**src/rtl/led_band_fc_setter_if.sv**
```systemverilog
// Pin bundle between the host/driver side and the FC setter.
// Latency: none, wires only.
// Backpressure: none; every line is a free-running level or clock.
interface led_band_fc_setter_if;
    logic SCLK;
    logic LAT;
    logic spi_clk;
    logic spi_data;
    logic en;
    logic SOUT;

    // Host / driver side: drives the clocks, latch and serial data in.
    modport master (
        output SCLK,
        output LAT,
        output spi_clk,
        output spi_data,
        input  en,
        input  SOUT
    );

    // Setter side: watches the lines and drives SIN (SOUT) and en.
    modport slave (
        input  SCLK,
        input  LAT,
        input  spi_clk,
        input  spi_data,
        output en,
        output SOUT
    );
endinterface

```
**src/rtl/led_band_fc_setter.sv**
```systemverilog
// Receives an FC word over a bit-serial host link and shifts it MSB-first to a TLC5957 SIN.
// Latency: FC update 3 clk after synced spi_clk rise; shift 3-4 clk after each SCLK rise.
// Backpressure: none; all links are externally paced, and words arriving mid-shift wait in FC.
module led_band_fc_setter #(
    parameter int FC_WIDTH      = 48,
    parameter int FCWRTEN_EDGES = 15
) (
    input  logic                 clk,
    input  logic                 rst,
    led_band_fc_setter_if.slave  bus
);
    localparam int BCW = $clog2(FC_WIDTH);
    localparam int ACW = $clog2(FCWRTEN_EDGES + 1);
    localparam logic [BCW-1:0] LAST_BIT  = BCW'(FC_WIDTH - 1);
    localparam logic [ACW-1:0] ARM_EDGES = ACW'(FCWRTEN_EDGES);

    typedef enum logic {
        IDLE  = 1'b0,
        SHIFT = 1'b1
    } state_t;

    state_t state, state_nxt;

    logic [1:0]          sclk_sync, lat_sync, spi_clk_sync, spi_dat_sync;
    logic                sclk_prev, lat_prev, spi_clk_prev;
    logic                sclk_s, lat_s, spi_clk_s, spi_dat_s;
    logic                sclk_rise, spi_rise, lat_fall;
    logic                sclk_tick;
    logic [FC_WIDTH-1:0] rx, rx_nxt, FC, shift_reg;
    logic [BCW-1:0]      bit_cnt, shift_cnt;
    logic [ACW-1:0]      arm_cnt;
    logic                en_int;

    assign sclk_s    = sclk_sync[1];
    assign lat_s     = lat_sync[1];
    assign spi_clk_s = spi_clk_sync[1];
    assign spi_dat_s = spi_dat_sync[1];

    assign sclk_rise = sclk_s & ~sclk_prev;
    assign spi_rise  = spi_clk_s & ~spi_clk_prev;
    assign lat_fall  = lat_prev & ~lat_s;
    assign rx_nxt    = {rx[FC_WIDTH-2:0], spi_dat_s};

    // Two-flop synchronisers plus one history flop per line for edge detection.
    // sclk_tick delays the SCLK rise by one clk so the shift lands 3-4 clk after
    // the edge, giving the driver hold time on SIN.
    always_ff @(posedge clk) begin
        if (rst) begin
            sclk_sync    <= '0;
            lat_sync     <= '0;
            spi_clk_sync <= '0;
            spi_dat_sync <= '0;
            sclk_prev    <= 1'b0;
            lat_prev     <= 1'b0;
            spi_clk_prev <= 1'b0;
            sclk_tick    <= 1'b0;
        end else begin
            sclk_sync    <= {sclk_sync[0], bus.SCLK};
            lat_sync     <= {lat_sync[0], bus.LAT};
            spi_clk_sync <= {spi_clk_sync[0], bus.spi_clk};
            spi_dat_sync <= {spi_dat_sync[0], bus.spi_data};
            sclk_prev    <= sclk_s;
            lat_prev     <= lat_s;
            spi_clk_prev <= spi_clk_s;
            sclk_tick    <= sclk_rise;
        end
    end

    // Host receive: back-to-back 48-bit frames; each completed frame lands in FC.
    always_ff @(posedge clk) begin
        if (rst) begin
            rx      <= '0;
            FC      <= '0;
            bit_cnt <= '0;
        end else if (spi_rise) begin
            rx <= rx_nxt;
            if (bit_cnt == LAST_BIT) begin
                FC      <= rx_nxt;
                bit_cnt <= '0;
            end else begin
                bit_cnt <= bit_cnt + 1'b1;
            end
        end
    end

    // FCWRTEN detector: SCLK rises seen with LAT high, saturating, cleared by LAT low.
    always_ff @(posedge clk) begin
        if (rst) begin
            arm_cnt <= '0;
        end else if (!lat_s) begin
            arm_cnt <= '0;
        end else if (sclk_tick && state == IDLE && arm_cnt != ARM_EDGES) begin
            arm_cnt <= arm_cnt + 1'b1;
        end
    end

    // State register.
    always_ff @(posedge clk) begin
        if (rst) begin
            state <= IDLE;
        end else begin
            state <= state_nxt;
        end
    end

    // Next state: arm on LAT fall after a long enough FCWRTEN, leave after the last bit.
    always_comb begin
        state_nxt = state;
        case (state)
            IDLE:  if (lat_fall && arm_cnt >= ARM_EDGES) state_nxt = SHIFT;
            SHIFT: if (sclk_tick && shift_cnt == LAST_BIT) state_nxt = IDLE;
            default: state_nxt = IDLE;
        endcase
    end

    // Outputs decoded from state.
    always_comb begin
        en_int = 1'b0;
        if (state == SHIFT) en_int = 1'b1;
    end

    // Shift register tracks FC while idle, then walks out one bit per SCLK rise.
    always_ff @(posedge clk) begin
        if (rst) begin
            shift_reg <= '0;
            shift_cnt <= '0;
        end else if (state == SHIFT) begin
            if (sclk_tick) begin
                shift_reg <= {shift_reg[FC_WIDTH-2:0], 1'b0};
                shift_cnt <= (shift_cnt == LAST_BIT) ? '0 : shift_cnt + 1'b1;
            end
        end else begin
            shift_reg <= FC;
            shift_cnt <= '0;
        end
    end

    assign bus.en   = en_int;
    assign bus.SOUT = shift_reg[FC_WIDTH-1];
endmodule

```
**src/flat_wrapper.sv**
```systemverilog
// flat-port wrapper written by rule: the top's interface ports become plain ports
module led_band_fc_setter_flat 
#(
    parameter int FC_WIDTH      = 48,
    parameter int FCWRTEN_EDGES = 15
)
  (clk, rst, bus_SCLK, bus_LAT, bus_spi_clk, bus_spi_data, bus_en, bus_SOUT);
  led_band_fc_setter_if bus_i ();
  input  logic clk;
  input  logic rst;
  input wire logic [$bits(bus_i.SCLK)-1:0] bus_SCLK;
  input wire logic [$bits(bus_i.LAT)-1:0] bus_LAT;
  input wire logic [$bits(bus_i.spi_clk)-1:0] bus_spi_clk;
  input wire logic [$bits(bus_i.spi_data)-1:0] bus_spi_data;
  output wire logic [$bits(bus_i.en)-1:0] bus_en;
  output wire logic [$bits(bus_i.SOUT)-1:0] bus_SOUT;
  assign bus_i.SCLK = bus_SCLK;
  assign bus_i.LAT = bus_LAT;
  assign bus_i.spi_clk = bus_spi_clk;
  assign bus_i.spi_data = bus_spi_data;
  assign bus_en = bus_i.en;
  assign bus_SOUT = bus_i.SOUT;
  led_band_fc_setter #(.FC_WIDTH(FC_WIDTH), .FCWRTEN_EDGES(FCWRTEN_EDGES)) u_core (.clk(clk), .rst(rst), .bus(bus_i));
endmodule
```
**config.mk**
```make
export PLATFORM = sky130hd
export DESIGN_NAME = led_band_fc_setter_flat
export DESIGN_NICKNAME = d
export VERILOG_FILES = /design/src/rtl/led_band_fc_setter_if.sv /design/src/rtl/led_band_fc_setter.sv /design/src/flat_wrapper.sv
export SDC_FILE = /design/constraint.sdc
export NUM_CORES = 1
export LEC_CHECK = 0
export ABC_AREA = 1
export ABC_CLOCK_PERIOD_IN_PS = 1600
export BUFFER_PORTS_ARGS = -buffer_cell sky130_fd_sc_hd__buf_2
export CORE_MARGIN = 2
export CORE_UTILIZATION = 55
export DETAILED_ROUTE_END_ITERATION = 8
export PLACE_DENSITY = 0.71
export SETUP_SLACK_MARGIN = 0.3
export SLEW_MARGIN = 10
export SYNTH_ARGS = -nofsm -noshare
export SYNTH_HDL_FRONTEND = slang
export SYNTH_SLANG_ARGS = --single-unit
```
**constraint.sdc**
```tcl
create_clock -name clk -period 1.6 [get_ports clk]
set_input_delay 0.16 -clock clk [delete_from_list [all_inputs] [get_ports clk]]
set_output_delay 0.16 -clock clk [all_outputs]
set_load 0.02 [all_outputs]
```
Word level (Yosys, flattened, before mapping). Cells that the tools add are included.

Register bits: 172. Input bits: 6. Output and inout bits: 2. Logic and storage cells: 45.

Add/subtract/negate cells: 3. $lt $le $gt $ge: 1. Eq/ne operators: 4. Mux-type cells: 8. Bitwise gates (word level): 7. Reduce and logical (&&, ||, !) cells: 7.

Operators with widths (number): $mux 48 (2); $add 6x1->6 const B (2); $eq 6x6->1 const B (2); $mux 6 (2); $add 4x1->4 const B (1); $ge 4x4->1 const B (1); $logic_and 1x1->1 (4); $ne 4x4->1 const B (1); $not 1->1 (4); $reduce_or 2->1 (2); $and 1x1->1 (3); $mux 1 (3); $ne 2x2->1 const B (1); $pmux 1 s2 (1); $reduce_and 2->1 (1).

Depth between registers and ports, before layout.
Depth in word-level cells: 5. Gate-level depth with buffers: 9.

Least setup slack after synthesis. Ideal clock, no wire load.

Path kind: register to register. Start point: reg u_core.bit_cnt[0]. End point: reg u_core.FC[23]. Library setup time: 0.112 ns. Arrival: 1.230 ns. Required time: 1.488 ns. Path slack: 0.258 ns. Cell stages (with the launch flop): 10. Buffers on the path: 2. Clock period less this slack: 1.342 ns. Cells stage by stage: dfxtp_1 -> ha_1 -> nand3_1 -> clkinv_1 -> nand3_4 -> inv_2 -> buf_6 -> buf_4 -> nand3_1 -> nand2_1.

Word-level cells in the longest chain between the ends: 2.

RTL lines: from (decl) (RTL line led_band_fc_setter.sv:30) `logic [BCW-1:0] bit_cnt, shift_cnt;`; from (signal assigned) (RTL line led_band_fc_setter.sv:81) `bit_cnt <= bit_cnt + 1'b1;`; $eq 6x6->1 (RTL line led_band_fc_setter.sv:77) `if (bit_cnt == LAST_BIT) begin`; $reduce_and 2->1 (no line); to (signal assigned) (RTL line led_band_fc_setter.sv:78) `FC <= rx_nxt;`; to (decl) (RTL line led_band_fc_setter.sv:29) `logic [FC_WIDTH-1:0] rx, rx_nxt, FC, shift_reg;`.

No other way between the ends. A chain may end at the register's enable or synchronous reset.

Final worst setup path.
Start point: reg u_core.bit_cnt[0]. End point: reg u_core.FC[42].

The elaborated chain is that of the path after synthesis.

==> run metrics <==
status=finished, final reports clean; switching power=between 1.5 and 2 mW; Crit path largest cell delay=350 ps; total wire length after detailed routing=15300 microns; xor and xnor fraction of the mapped netlist area=less than 1%; standard cell core area=roughly 12000 sq um; kind of start point of the critical path=register; internal power=between 7 and 8 mW; FILL cells=a little over 900; Clock Latency Late Sink=430 ps; number of standard cells after synthesis=approximately 840; arrival time of the worst setup path=about 1800 ps; fraction of synthesized area in multiplexers=0%; mean post-synth cell area=between 7 and 8 sq um; combinational group share of total power=3.4%; remaining global-route overflow=0; wire length per cell=15.0 microns; switching fraction of total power=between 20 and 25%; Static Leak=3.40 nW; Max Cap Violations=0; Max Fclk=0.689 GHz; critical setup path kind=register to register; clock tree from TritonCTS=built; wire length of the first global-routing pass=about 23000 microns; number of buffers inserted by port buffering=7; Antenna Diode Count=0; register area share after synthesis=between 50% and 60%; Placement Rows=40; clock slew at reported path FFs=approximately 60 ps; total negative setup slack=0 ps; cell type of the slowest stage on the worst timing path=dfxtp_2; die extent in x=about 110 microns; final slew viol count=0; adder-cell area share of the yosys netlist=0.568%; pin count of the biggest net entering global routing=53; Seq pwr share=47.9%; die outline area=12900 sq um; number of distinct library cells after synthesis=27; slew at the pin closest to its max-slew limit=490 ps; TritonCTS Buffers=17; Post-route DRC=0; synthesized-area fraction occupied by and/or/nand/nor cells=21.1%; shortest period the worst path allows=1450 ps; vias per inst=~5.3; number of nets in the synthesized netlist=850; total setup violations reported at the end of the flow=0; DRC marker count from the first detailed-route iteration=between 300 and 400; H-Tree Depth=4; Ys Warns=0; Max Fanout on Critical Path=6; RSZ-0062 raised after global routing=true; DIE HEIGHT=roughly 110 microns; largest family of logic cells by synthesized area=simple AND/OR/NAND/NOR gates; post-route cell area=approximately 8000 sq um; worst setup skew after layout=just over 9 ps; Slew Limit Headroom=about two thirds; final net count=roughly 870; cell repeated most along the worst path=nand3_4; #FFs+latches synth=about 170; starting density of the core=55.7%; worst setup slack before clock tree synthesis=-94.6 ps; crit share post-route=about nine tenths; sequence of cells on the critical path=ha_4, nand3_4, inv_4, nand3_4, buf_8, inv_12, buf_4, buf_12, nand2_2, a21oi_2; fraction of power consumed by the clock network=between 40% and 50%; antenna-violating nets left=0; maximum vdd ir drop=~640 uV; buffer cell driving the clock tree root=clkbuf_16; Worst setup EP type=register; clk sink count=172; GRT Total Usage=about 23%; share of post-route cells with drive strength above 1=14.0%; gp weighted congestion=approximately 0.78; via count of the first global-routing pass=between 5000 and 6000; Bufs on Longest Clock Path=2; count of final hold-check violations=0; hold slack final=approximately 56 ps; area post-placement=between 6000 and 7000 sq um; class of the worst hold path=input pin to register; P&R area growth vs syn=21.1%; Placed Cells=960; First-pass DRT Iterations=5; detailed placer's ending HPWL=roughly 7500 microns; data required time at the worst endpoint=about 2000 ps; ratio of total power to cell area=approximately 1200 nW/um^2; final worst-path setup slack=approximately 150 ps; vias after detailed routing=around 5400; initial antenna violation count=0; Post-Syn Area=~6600 sq um; Synth Area in Compound Gates=between 10% and 20%; I/O pins=8; filler-free cell count of the finished design=1017
stage by stage:
stage	util (%)	power, mW
6_report	67.5	9.21
5_1_grt	67.5	9.49
4_1_cts	64.5	9.22
3_5_place_dp	56.8	4.75
3_3_place_gp	56.8	4.74
2_1_floorplan	-	4.69
what timing repair did:
action                                 4_1_cts  5_1_grt
gates resized for setup                     21       43
endpoints found under the hold margin        4        0
hold buffers                                 4        0
buffers inserted                             8        3
pin swaps                                    1       32
cloned                                       4        6
setup endpoints to repair                   65      106
placed cells by master, fill, tap and decap left out, types with 3 or more instances in the layout:
cell	count
buf_6	4
nor2_1	56
clkinv_2	4
a211oi_1	23
buf_16	4
buf_4	17
clkbuf_16	23
nand3_4	3
clkinvlp_4	3
buf_12	6
a21oi_2	3
nand3_2	18
nand2_2	5
buf_2	6
bufinv_16	5
dlygate4sd3_1	4
inv_1	134
inv_2	3
o221ai_1	43
a21oi_1	32
dfxtp_2	6
dfxtp_1	165
nand2_1	204
o21ai_0	27
nor3b_1	3
nand3_1	41
routing by layer:
metal  part of all wire [%]  GRT usage (%)  routed length, microns  up-vias
li1                       -              -                       -     2732
met1                     44           27.9                    6700     2497
met2                     49           37.7                    7540      124
met3                    5.0           5.95                     765       23
met4                    1.7           8.94                     257        0
met5                      0              0                       0        -
cells in the mapped netlist (all sizes together):
cell / number / area, sq um
nor3: 2 / 10.0
dfxtp: 172 / 3440
clkbuf: 10 / 37.5
buf: 41 / 239
clkinv: 1 / 3.75
o31ai: 1 / 7.51
xnor2: 2 / 17.5
ha: 3 / 37.5
a21oi: 35 / 175
nand4: 2 / 12.5
a31oi: 1 / 6.26
o211ai: 2 / 15.0
nor3b: 4 / 30.0
a211oi: 23 / 173
nor2: 57 / 230
o221ai: 43 / 377
nand2: 210 / 788
o21ai: 29 / 145
xor2: 2 / 17.5
nand3: 62 / 323
inv: 139 / 522
logic make-up after synthesis:
kind of cell,count (synthesis)
flip-flops,172
adder cells (fa/ha/maj),3
AND/OR/NAND/NOR,337
XOR/XNOR,4
buffers and inverters,191
AO/OA/AOI/OAI,134
area by class of cell:
cell class | instances | area [sq um] | area share (%)
clock buffers | 20 | 457 | 5.70
flip-flops and latches | 172 | 3450 | 43.2
clock inverters | 12 | 193 | 2.41
well taps | 147 | 184 | 2.30
inverters | 140 | 548 | 6.85
repair buffers | 48 | 638 | 7.97
multi-input cells | 478 | 2530 | 31.6
power by group through the flow:
stage	Sequential, mW	Combinational, mW	Clock, mW
4_1_cts	4.40	0.272	4.54
2_1_floorplan	4.48	0.203	0
3_5_place_dp	4.50	0.256	0
3_3_place_gp	4.49	0.249	0
5_1_grt	4.41	0.343	4.73
6_report	4.41	0.309	4.49
critical path: cells and delay by family, from the launching register on:
| kind | cells | cell delay, ps |
|---|---|---|
| buf+inv | 5 | 510 |
| flops | 1 | 350 |
| simple gates | 3 | 220 |
| fa+ha+maj | 1 | 150 |
| compound gates | 1 | 140 |
path summary, 6_finish.rpt:
check,startpoint,to,depth (start not counted),slack [ps]
hold reg to reg,u_core.sclk_prev,u_core.sclk_tick,1,380
setup reg to reg,u_core.bit_cnt[0],u_core.FC[42],10,150
setup / recovery,u_core.bit_cnt[0],u_core.FC[42],10,150
hold / removal,rst,u_core.lat_sync[0],3,60
Note: power is estimated with default switching activity, not from simulation.
